## config.mk

```make
export PLATFORM = sky130hd
export DESIGN_NAME = fbcpu_memory_flat
export DESIGN_NICKNAME = d
export VERILOG_FILES = /design/src/rtl/fbcpu_memory_if.sv /design/src/rtl/fbcpu_memory.sv /design/src/flat_wrapper.sv
export SDC_FILE = /design/constraint.sdc
export NUM_CORES = 1
export LEC_CHECK = 0
export CAP_MARGIN = 40
export CORE_UTILIZATION = 64
export CTS_BUF_LIST = sky130_fd_sc_hd__clkbuf_4 sky130_fd_sc_hd__clkbuf_8
export CTS_CLUSTER_DIAMETER = 200
export DETAILED_ROUTE_END_ITERATION = 6
export PLACE_DENSITY = 0.82
export SYNTH_ARGS = -nofsm -noshare
export SYNTH_HDL_FRONTEND = slang
export SYNTH_SLANG_ARGS = --single-unit
```

## constraint.sdc

```tcl
create_clock -name clk -period 4.66 [get_ports clk]
set_clock_uncertainty 0.1 [all_clocks]
set_input_delay 0.699 -clock clk [delete_from_list [all_inputs] [get_ports clk]]
set_output_delay 0.699 -clock clk [all_outputs]
set_load 0.005 [all_outputs]
```

## src/rtl/fbcpu_memory_if.sv

```systemverilog
// Bus bundle between the FBCPU core / program loader (master) and the
// fbcpu_memory responder (slave). Signal names follow the core's own names.
//
// Handshake: a loader word moves on a rising clock edge where ld_valid and
// ld_ready are both 1. A valid word is held stable until that edge, and
// ld_ready never depends combinationally on ld_valid.
interface fbcpu_memory_if #(
  parameter int ADDRESS_WIDTH = 6,
  parameter int DATA_WIDTH    = 10
);
  // core port
  logic [ADDRESS_WIDTH-1:0] MAR;
  logic [DATA_WIDTH-1:0]    MDRIn;
  logic                     RAMWr;
  logic [DATA_WIDTH-1:0]    MDROut;
  // program loader stream
  logic                     ld_start;
  logic                     ld_valid;
  logic [DATA_WIDTH-1:0]    ld_data;
  logic                     ld_last;
  logic                     ld_ready;
  logic                     ld_done;
  // status
  logic                     cpu_hold;
  logic                     wr_fault;

  modport master (
    output MAR, MDRIn, RAMWr, ld_start, ld_valid, ld_data, ld_last,
    input  MDROut, ld_ready, ld_done, cpu_hold, wr_fault
  );

  modport slave (
    input  MAR, MDRIn, RAMWr, ld_start, ld_valid, ld_data, ld_last,
    output MDROut, ld_ready, ld_done, cpu_hold, wr_fault
  );
endinterface

```

## src/rtl/fbcpu_memory.sv

```systemverilog
// fbcpu_memory: single-port word RAM answering the FBCPU core, with a
// sequential program loader that owns the array while active and holds the
// core in reset through cpu_hold. The whole array is zeroed after reset.
//
// Optional feature macro: FBCPU_MEM_WRPROT_EN
//   defined   -> core writes below PROT_LIMIT are dropped and raise sticky wr_fault
//   undefined -> every address is writable, wr_fault is tied to 0
//
// State machine: CLEAR -> RUN -> LOAD -> RUN. The current state is exposed on
// dbg_state_o (0 = CLEAR, 1 = RUN, 2 = LOAD).
module fbcpu_memory #(
  parameter int ADDRESS_WIDTH = 6,
  parameter int DATA_WIDTH    = 10,
  parameter int PROT_LIMIT    = 8
) (
  input  logic                 clk,
  input  logic                 rst,        // asynchronous, active low
  fbcpu_memory_if.slave        bus,
  output logic [1:0]           dbg_state_o
);

  localparam int DEPTH = 1 << ADDRESS_WIDTH;
  localparam logic [ADDRESS_WIDTH-1:0] LAST_ADDR = '1;
  // One extra bit so a PROT_LIMIT equal to the depth still compares correctly.
  localparam logic [ADDRESS_WIDTH:0] PROT_LIM = (ADDRESS_WIDTH+1)'(PROT_LIMIT);

`ifdef FBCPU_MEM_WRPROT_EN
  localparam bit PROT_EN = 1'b1;
`else
  localparam bit PROT_EN = 1'b0;
`endif

  typedef enum logic [1:0] {
    ST_CLEAR = 2'd0,
    ST_RUN   = 2'd1,
    ST_LOAD  = 2'd2
  } state_t;

  state_t                    state_q;
  logic [ADDRESS_WIDTH-1:0]  ptr_q;       // shared clear / load pointer
  logic [DATA_WIDTH-1:0]     mdrout_q;
  logic                      ld_ready_q;
  logic                      ld_done_q;
  logic                      cpu_hold_q;

  logic [DATA_WIDTH-1:0]     mem_q [DEPTH];

  // single write port, steered by the state machine
  logic                      mem_we;
  logic [ADDRESS_WIDTH-1:0]  mem_addr;
  logic [DATA_WIDTH-1:0]     mem_wdata;

  logic                      prot_hit;
  logic                      core_wr_ok;
  logic                      load_xfer;
  logic                      load_exit;

  // A core write to the protected low region is only blocked when the feature is built in.
  assign prot_hit   = PROT_EN && ({1'b0, bus.MAR} < PROT_LIM);
  assign core_wr_ok = bus.RAMWr && !prot_hit;

  // A loader word moves only while LOAD is advertising ready.
  assign load_xfer  = (state_q == ST_LOAD) && bus.ld_valid && ld_ready_q;
  // Leave LOAD after the flagged last word or after filling the top word,
  // so the pointer never wraps back onto word 0.
  assign load_exit  = load_xfer && (bus.ld_last || (ptr_q == LAST_ADDR));

  // Select who writes the array this cycle: clearer, core, or loader.
  always_comb begin
    mem_we    = 1'b0;
    mem_addr  = ptr_q;
    mem_wdata = '0;
    case (state_q)
      ST_CLEAR: begin
        mem_we    = 1'b1;
        mem_addr  = ptr_q;
        mem_wdata = '0;
      end
      ST_RUN: begin
        mem_we    = core_wr_ok;
        mem_addr  = bus.MAR;
        mem_wdata = bus.MDRIn;
      end
      ST_LOAD: begin
        mem_we    = load_xfer;
        mem_addr  = ptr_q;
        mem_wdata = bus.ld_data;
      end
      default: begin
        mem_we    = 1'b0;
      end
    endcase
  end

  // Array write port; contents are deliberately not reset (CLEAR zeroes them).
  always_ff @(posedge clk) begin
    if (mem_we) begin
      mem_q[mem_addr] <= mem_wdata;
    end
  end

  // Control FSM with registered read data and status outputs.
  always_ff @(posedge clk or negedge rst) begin
    if (!rst) begin
      state_q    <= ST_CLEAR;
      ptr_q      <= '0;
      mdrout_q   <= '0;
      ld_ready_q <= 1'b0;
      ld_done_q  <= 1'b0;
      cpu_hold_q <= 1'b1;
    end else begin
      ld_done_q <= 1'b0;
      case (state_q)
        ST_CLEAR: begin
          mdrout_q   <= '0;
          ld_ready_q <= 1'b0;
          cpu_hold_q <= 1'b1;
          ptr_q      <= ptr_q + 1'b1;
          if (ptr_q == LAST_ADDR) begin
            state_q    <= ST_RUN;
            cpu_hold_q <= 1'b0;
          end
        end
        ST_RUN: begin
          // Read-first: the old word is captured even when this edge writes it.
          mdrout_q   <= mem_q[bus.MAR];
          ld_ready_q <= 1'b0;
          cpu_hold_q <= 1'b0;
          if (bus.ld_start) begin
            state_q    <= ST_LOAD;
            ptr_q      <= '0;
            ld_ready_q <= 1'b1;
            cpu_hold_q <= 1'b1;
          end
        end
        ST_LOAD: begin
          mdrout_q <= '0;
          if (load_xfer) begin
            ptr_q <= ptr_q + 1'b1;
          end
          if (load_exit) begin
            state_q    <= ST_RUN;
            ld_ready_q <= 1'b0;
            ld_done_q  <= 1'b1;
            cpu_hold_q <= 1'b0;
          end
        end
        default: begin
          state_q    <= ST_CLEAR;
          ptr_q      <= '0;
          mdrout_q   <= '0;
          ld_ready_q <= 1'b0;
          cpu_hold_q <= 1'b1;
        end
      endcase
    end
  end

`ifdef FBCPU_MEM_WRPROT_EN
  logic wr_fault_q;

  // Sticky record of any dropped core write into the protected region.
  always_ff @(posedge clk or negedge rst) begin
    if (!rst) begin
      wr_fault_q <= 1'b0;
    end else if ((state_q == ST_RUN) && bus.RAMWr && prot_hit) begin
      wr_fault_q <= 1'b1;
    end
  end

  assign bus.wr_fault = wr_fault_q;
`else
  assign bus.wr_fault = 1'b0;
`endif

  assign bus.MDROut   = mdrout_q;
  assign bus.ld_ready = ld_ready_q;
  assign bus.ld_done  = ld_done_q;
  assign bus.cpu_hold = cpu_hold_q;
  assign dbg_state_o  = state_q;

endmodule

```

## src/flat_wrapper.sv

```systemverilog
// flat-port wrapper written by rule: the top's interface ports become plain ports
module fbcpu_memory_flat 
#(
  parameter int ADDRESS_WIDTH = 6,
  parameter int DATA_WIDTH    = 10,
  parameter int PROT_LIMIT    = 8
)
  (clk, rst, dbg_state_o, bus_MAR, bus_MDRIn, bus_RAMWr, bus_ld_start, bus_ld_valid, bus_ld_data, bus_ld_last, bus_MDROut, bus_ld_ready, bus_ld_done, bus_cpu_hold, bus_wr_fault);
  fbcpu_memory_if #(.ADDRESS_WIDTH(ADDRESS_WIDTH), .DATA_WIDTH(DATA_WIDTH)) bus_i ();
  input  logic clk;
  input  logic rst;
  output logic [1:0] dbg_state_o;
  input wire logic [$bits(bus_i.MAR)-1:0] bus_MAR;
  input wire logic [$bits(bus_i.MDRIn)-1:0] bus_MDRIn;
  input wire logic [$bits(bus_i.RAMWr)-1:0] bus_RAMWr;
  input wire logic [$bits(bus_i.ld_start)-1:0] bus_ld_start;
  input wire logic [$bits(bus_i.ld_valid)-1:0] bus_ld_valid;
  input wire logic [$bits(bus_i.ld_data)-1:0] bus_ld_data;
  input wire logic [$bits(bus_i.ld_last)-1:0] bus_ld_last;
  output wire logic [$bits(bus_i.MDROut)-1:0] bus_MDROut;
  output wire logic [$bits(bus_i.ld_ready)-1:0] bus_ld_ready;
  output wire logic [$bits(bus_i.ld_done)-1:0] bus_ld_done;
  output wire logic [$bits(bus_i.cpu_hold)-1:0] bus_cpu_hold;
  output wire logic [$bits(bus_i.wr_fault)-1:0] bus_wr_fault;
  assign bus_i.MAR = bus_MAR;
  assign bus_i.MDRIn = bus_MDRIn;
  assign bus_i.RAMWr = bus_RAMWr;
  assign bus_i.ld_start = bus_ld_start;
  assign bus_i.ld_valid = bus_ld_valid;
  assign bus_i.ld_data = bus_ld_data;
  assign bus_i.ld_last = bus_ld_last;
  assign bus_MDROut = bus_i.MDROut;
  assign bus_ld_ready = bus_i.ld_ready;
  assign bus_ld_done = bus_i.ld_done;
  assign bus_cpu_hold = bus_i.cpu_hold;
  assign bus_wr_fault = bus_i.wr_fault;
  fbcpu_memory #(.ADDRESS_WIDTH(ADDRESS_WIDTH), .DATA_WIDTH(DATA_WIDTH), .PROT_LIMIT(PROT_LIMIT)) u_core (.clk(clk), .rst(rst), .bus(bus_i), .dbg_state_o(dbg_state_o));
endmodule
```

=== After elaboration in Yosys (flattened, before gate mapping) ===
Memory sizes are Yosys's and may differ from the RTL's.
Index checks and enable logic that the tools add are counted.

* Register bits after elaboration: 21
* Bits in latches: 0
* Bits in writable memories: 640
* Bits in read-only memories: 0
* Input port bits: 32
* Output and inout bits: 16
* Memories: 1

{| class="wikitable"
|+ Memories
! memory !! words !! width !! rd ports !! clocked after memory_dff !! wr ports !! RTL line !! source
|-
| u_core.mem_q || 64 || 10 || 1 || 0 || 1 || fbcpu_memory.sv:46 || <nowiki>logic [DATA_WIDTH-1:0] mem_q [DEPTH];</nowiki>
|}

* Add/sub/neg operators: 1
* $mul: 0
* Div/mod/pow operators: 0
* Magnitude comparators: 0
* Equality and inequality tests: 7
* Shifts and indexed selects: 0
* Multiplexer cells: 20
* Bitwise logic cells: 0
* Reduce and logical (&&, ||, !) cells: 7

{| class="wikitable"
|+ Operator list
! kind !! number
|-
| case mux 10 bit (2 select lines) || 1
|-
| two-way mux 6 bit || 3
|-
| case mux 6 bit (3 select lines) || 1
|-
| two-way mux 10 bit || 1
|-
| two-way mux 1 bit || 7
|-
| adder 6 x 1 -> 6 bit, second input constant || 1
|-
| == test 6 bit, second input constant || 1
|-
| two-way mux 2 bit || 3
|-
| inequality test 2 x 1 -> 1 bit, second input constant || 3
|-
| case mux 1 bit (3 select lines) || 2
|-
| case mux 2 bit (3 select lines) || 1
|-
| logical AND 1 bit || 3
|-
| AND reduction 3 bit || 1
|-
| == test 2 x 1 -> 1 bit, second input constant || 1
|-
| == test 2 bit, second input constant || 1
|-
| logical NOT 2 bit || 1
|-
| inequality test 2 bit, second input constant || 1
|-
| case mux 1 bit (2 select lines) || 1
|-
| AND reduction 2 bit || 1
|-
| logical OR 1 bit || 1
|}

=== Depth between registers and ports, before layout ===
* Depth in word-level cells: 6
* Depth in mapped cells: 8
* Gate-level depth less buffers: 7

=== Least setup slack after synthesis ===
No wires, ideal clock.

* Path type: reg-to-reg
* Start point: register u_core.state_q[1] (netlist: u_core.dbg_state_o[1])
* End point: memory u_core.mem_q[0][0], data pin
* Setup time: 0.516 ns
* Data arrival time: 3.355 ns
* Data required time: 4.044 ns
* Slack: 0.690 ns
* Stages on the path, launching flop included: 8
* Path buffers: 3
* Clock period less this slack: 3.970 ns
* Cell sequence: dfrtp_1 -> inv_1 -> ha_1 -> buf_1 -> clkbuf_1 -> clkbuf_1 -> a22oi_1 -> nor2b_1

* Word-level cells in the longest chain between the ends: 2
* Elaborated cells on any way between the ends: 3
* Classes of those cells: eq/ne (2); mux (1)

{| class="wikitable"
|+ Ends and longest elaborated chain
! what !! RTL line !! source
|-
| start: declaration || fbcpu_memory.sv:39 || <nowiki>state_t state_q;</nowiki>
|-
| start signal: assignment || fbcpu_memory.sv:105 || <nowiki>state_q <= ST_CLEAR;</nowiki>
|-
| start signal: assignment || fbcpu_memory.sv:120 || <nowiki>state_q <= ST_RUN;</nowiki>
|-
| start signal: assignment || fbcpu_memory.sv:130 || <nowiki>state_q <= ST_LOAD;</nowiki>
|-
| == test 2 bit or == test 2 x 1 -> 1 bit (tied branches) || fbcpu_memory.sv:73 || <nowiki>case (state_q)</nowiki>
|-
| case mux 10 bit (2 select lines) (*) || fbcpu_memory.sv:73 ||
|-
| named net u_core.mem_wdata[0] || fbcpu_memory.sv:51 || <nowiki>logic [DATA_WIDTH-1:0] mem_wdata;</nowiki>
|-
| end: declaration || fbcpu_memory.sv:46 ||
|}

The timed path passes the listed nets; every way through them passes the cells marked *.

=== Worst setup path in the final report ===
* Start point: register u_core.state_q[1] (netlist: u_core.dbg_state_o[1])
* End point: memory u_core.mem_q[53][8] (enable)

* Word-level cells in the longest chain between the ends: 6
* Elaborated cells on any way between the ends: 9
* Classes of those cells: eq/ne (2); mux (4); reduce/logical (3)

{| class="wikitable"
|+ Ends and longest elaborated chain
! what !! RTL line !! source
|-
| == test 2 bit || fbcpu_memory.sv:63, fbcpu_memory.sv:73 ||
|-
| logical AND 1 bit (2 in series) || fbcpu_memory.sv:63 || <nowiki>assign load_xfer = (state_q == ST_LOAD) && bus.ld_valid && ld_ready_q;</nowiki>
|-
| case mux 1 bit (3 select lines) || fbcpu_memory.sv:73 ||
|-
| two-way mux 1 bit || fbcpu_memory.sv:97 || <nowiki>if (mem_we) begin</nowiki>
|-
| two-way mux 1 bit (implied by the code) || fbcpu_memory.sv:98 || <nowiki>mem_q[mem_addr] <= mem_wdata;</nowiki>
|}

Parallel ways exist; a longest one is shown, timed or not.

==> metrics <==
run status complete, no violations; WP data required slightly below 5 ns; vias in the first global route 13,700; sequential area share after synthesis 76.5%; mux cell area share after synthesis 15.6%; DRC 0; First-pass DRT Iterations 6; Post-synth ARST share 3.18%; CTS hold repair buffers 0; Vias 13,700; data arrival time at the worst-slack endpoint 4.08 ns; leak pwr between 7 and 8 nW; clk buf depth 3; Synth Area in Adders 0.339%; CP Max Fanout 21; post-CTS resize count 0; Initial DRC Count 2,160; overall routing resource usage 31.4%; total wire length 62,500 µm; # Max-Cap Violations 0; crit path capture type register; Peak supply drop 0.243 mV; Post-synth EDFFs 640; Tcrit/Tclk final 83.8%; CTS tree yes; ys flop type edfxtp_1; mapped cell area 0.0258 mm²; Worst Hold Class in2async; Synth top cells by count edfxtp_1, mux4_2, nor2_1; Distinct cells, synth 45; final non-filler cell total 1,988; crit path time final 3.90 ns; Die H 203 µm; die area about 0.041 mm²; Syn Inst Count 1,221; Synth Area in Compound Gates a little over 3%; Fmax 256 MHz; CP Class reg2reg; Startpoint Class register; layout cells sized above 1 28.6%; Antenna Cells 0; Fin Setup TNS 0 ns; global-route wire length before repair 91,200 µm; largest net degree at the start of global routing 74; xor/xnor share of the synthesized area 0.136%; ranking of synthesized cells by area edfxtp_1, mux4_2, dfrtp_1; CTS Sinks 661; main combinational cell family by area after synthesis multiplexers; synth warn 0; placed cell count approximately 1,800; post-detail-place hpwl 38,600 µm; RSZ-0062 raised after global routing no; post-synthesis simple-gate area fraction 2.84%; Final #Nets approximately 1,400; Slew headroom 37.4%; wire per inst approximately 31 µm; count of final setup violators 0; gr ovfl total 0; CTS Root Cell clkbuf_8; Synth top area share 74.5%; die width 203 µm; Initial Util 64.9%; boundary pin count 48; Seq cells post-synth 661; H-tree Lvls 3; Worst-Skew Late Latency slightly below 0.7 ns; GP Congestion 0.914; vias per std cell about 6.9; Syn-to-layout area delta 13.7%; Synth area leader edfxtp_1; post-synthesis net count 1,260; # port buffers 46; Num CTS Buffers 97; FP Rows 73; Power Density between 300 and 400 mW/mm²; core box area 0.0397 mm²; final hold vios 0; Slew @ Worst Pin 0.936 ns; max-slew violation count 0; count leader, synth edfxtp_1; CTS clk-pin slew, worst paths 0.07 ns; post-synthesis area per instance 21.1 µm²; antenna violations before repair 0; Routed Antenna Nets 0; postcts setup bufs 0
[state kept, by name, indices dropped and copies added, names as in the netlist]
name	cells
u_core.bus.ld_ready	1
u_core.bus.cpu_hold	1
u_core.bus.ld_done	1
u_core.ptr_q	6
u_core.dbg_state_o	2
u_core.bus.MDROut	10
u_core.mem_q	640
[worst paths after layout]
| kind | cells past startpoint | slack [ns] | to | start |
|---|---|---|---|---|
| min in group clk | 2 | 0.41 | u_core.bus.cpu_hold | u_core.bus.cpu_hold |
| min | 1 | 0.18 | u_core.bus.ld_ready | rst |
| max in group asynchronous | 2 | 3.84 | u_core.bus.MDROut[8] | rst |
| min reg2reg | 2 | 0.41 | u_core.bus.cpu_hold | u_core.bus.cpu_hold |
| max reg2reg | 6 | 0.76 | u_core.mem_q[53][8] | u_core.dbg_state_o[1] |
| max | 6 | 0.76 | u_core.mem_q[53][8] | u_core.dbg_state_o[1] |
[power breakdown]
group / switching (mW) / internal (mW)
clock: 2.17 / 2.53
sequential: 0 / 6.42
combinational: 0.150 / 0.109
total: 2.32 / 9.05
[layout by cell type (no fill, tap or decap), types with 12 or more instances in the layout]
cell / synthesis / final
a21oi_1: 18 / 18
dfrtp_1: 20 / 20
a22oi_1: 28 / 28
a221oi_1: 18 / 18
mux4_2: 157 / 157
nand2_1: 51 / 51
o21ai_0: 12 / 12
buf_4: 10 / 72
clkbuf_4: 0 / 29
mux2_2: 12 / 12
edfxtp_1: 640 / 640
clkinv_2: 0 / 15
clkdlybuf4s50_1: 0 / 43
clkinv_1: 0 / 23
clkbuf_8: 0 / 100
nor2_1: 80 / 80
mux2i_1: 28 / 28
[critical path: stages, from the launching register on]
cell     delay, ns
dfrtp_1       0.44
inv_1         0.15
ha_1          0.74
nand2_1       0.50
o21ai_0       0.34
nand2_1       0.39
nor2_1        0.83
[logic make-up after synthesis]
| group | after synthesis |
|---|---|
| fa+ha+maj | 7 |
| simple gates | 170 |
| other cells | 1 |
| compound gates | 110 |
| buf+inv | 68 |
| xor+xnor | 4 |
| mux | 200 |
| flops | 661 |
[stage by stage]
| step | hold WS [ns] | total power, mW | worst slack, ns | utilization, % | instance area, µm² |
|---|---|---|---|---|---|
| after global placement | 0.396 | 6.79 | 1.11 | 68.5 | 27200 |
| final | 0.182 | 11.4 | 0.755 | 73.8 | 29300 |
| after CTS | 0.160 | 11.4 | 0.914 | 73.7 | 29300 |
| after global routing | 0.193 | 11.7 | 0.775 | 73.8 | 29300 |
| after floorplan | 0.303 | 6.72 | 0.690 | - | 25800 |
| after detailed placement | 0.397 | 6.80 | 0.939 | 68.8 | 27300 |
[final cells by class]
| cell class | instances | area (µm²) |
|---|---|---|
| Timing Repair Buffer | 126 | 1190 |
| Tap cell | 525 | 657 |
| Sequential cell | 661 | 19700 |
| Fill cell | 2033 | 10400 |
| Clock buffer | 129 | 1590 |
| Multi-Input combinational cell | 492 | 5750 |
| Inverter | 5 | 18.8 |
| Clock inverter | 50 | 384 |
[metal layers]
metal / GRT usage, % / vias up / routed length, µm
li1: - / 5427 / -
met1: 43.0 / 7001 / 22100
met2: 49.2 / 1092 / 30200
met3: 6.16 / 178 / 7250
met4: 15.5 / 0 / 2960
met5: 0 / - / 0
No activity file was read; power rests on OpenSTA's default activity.
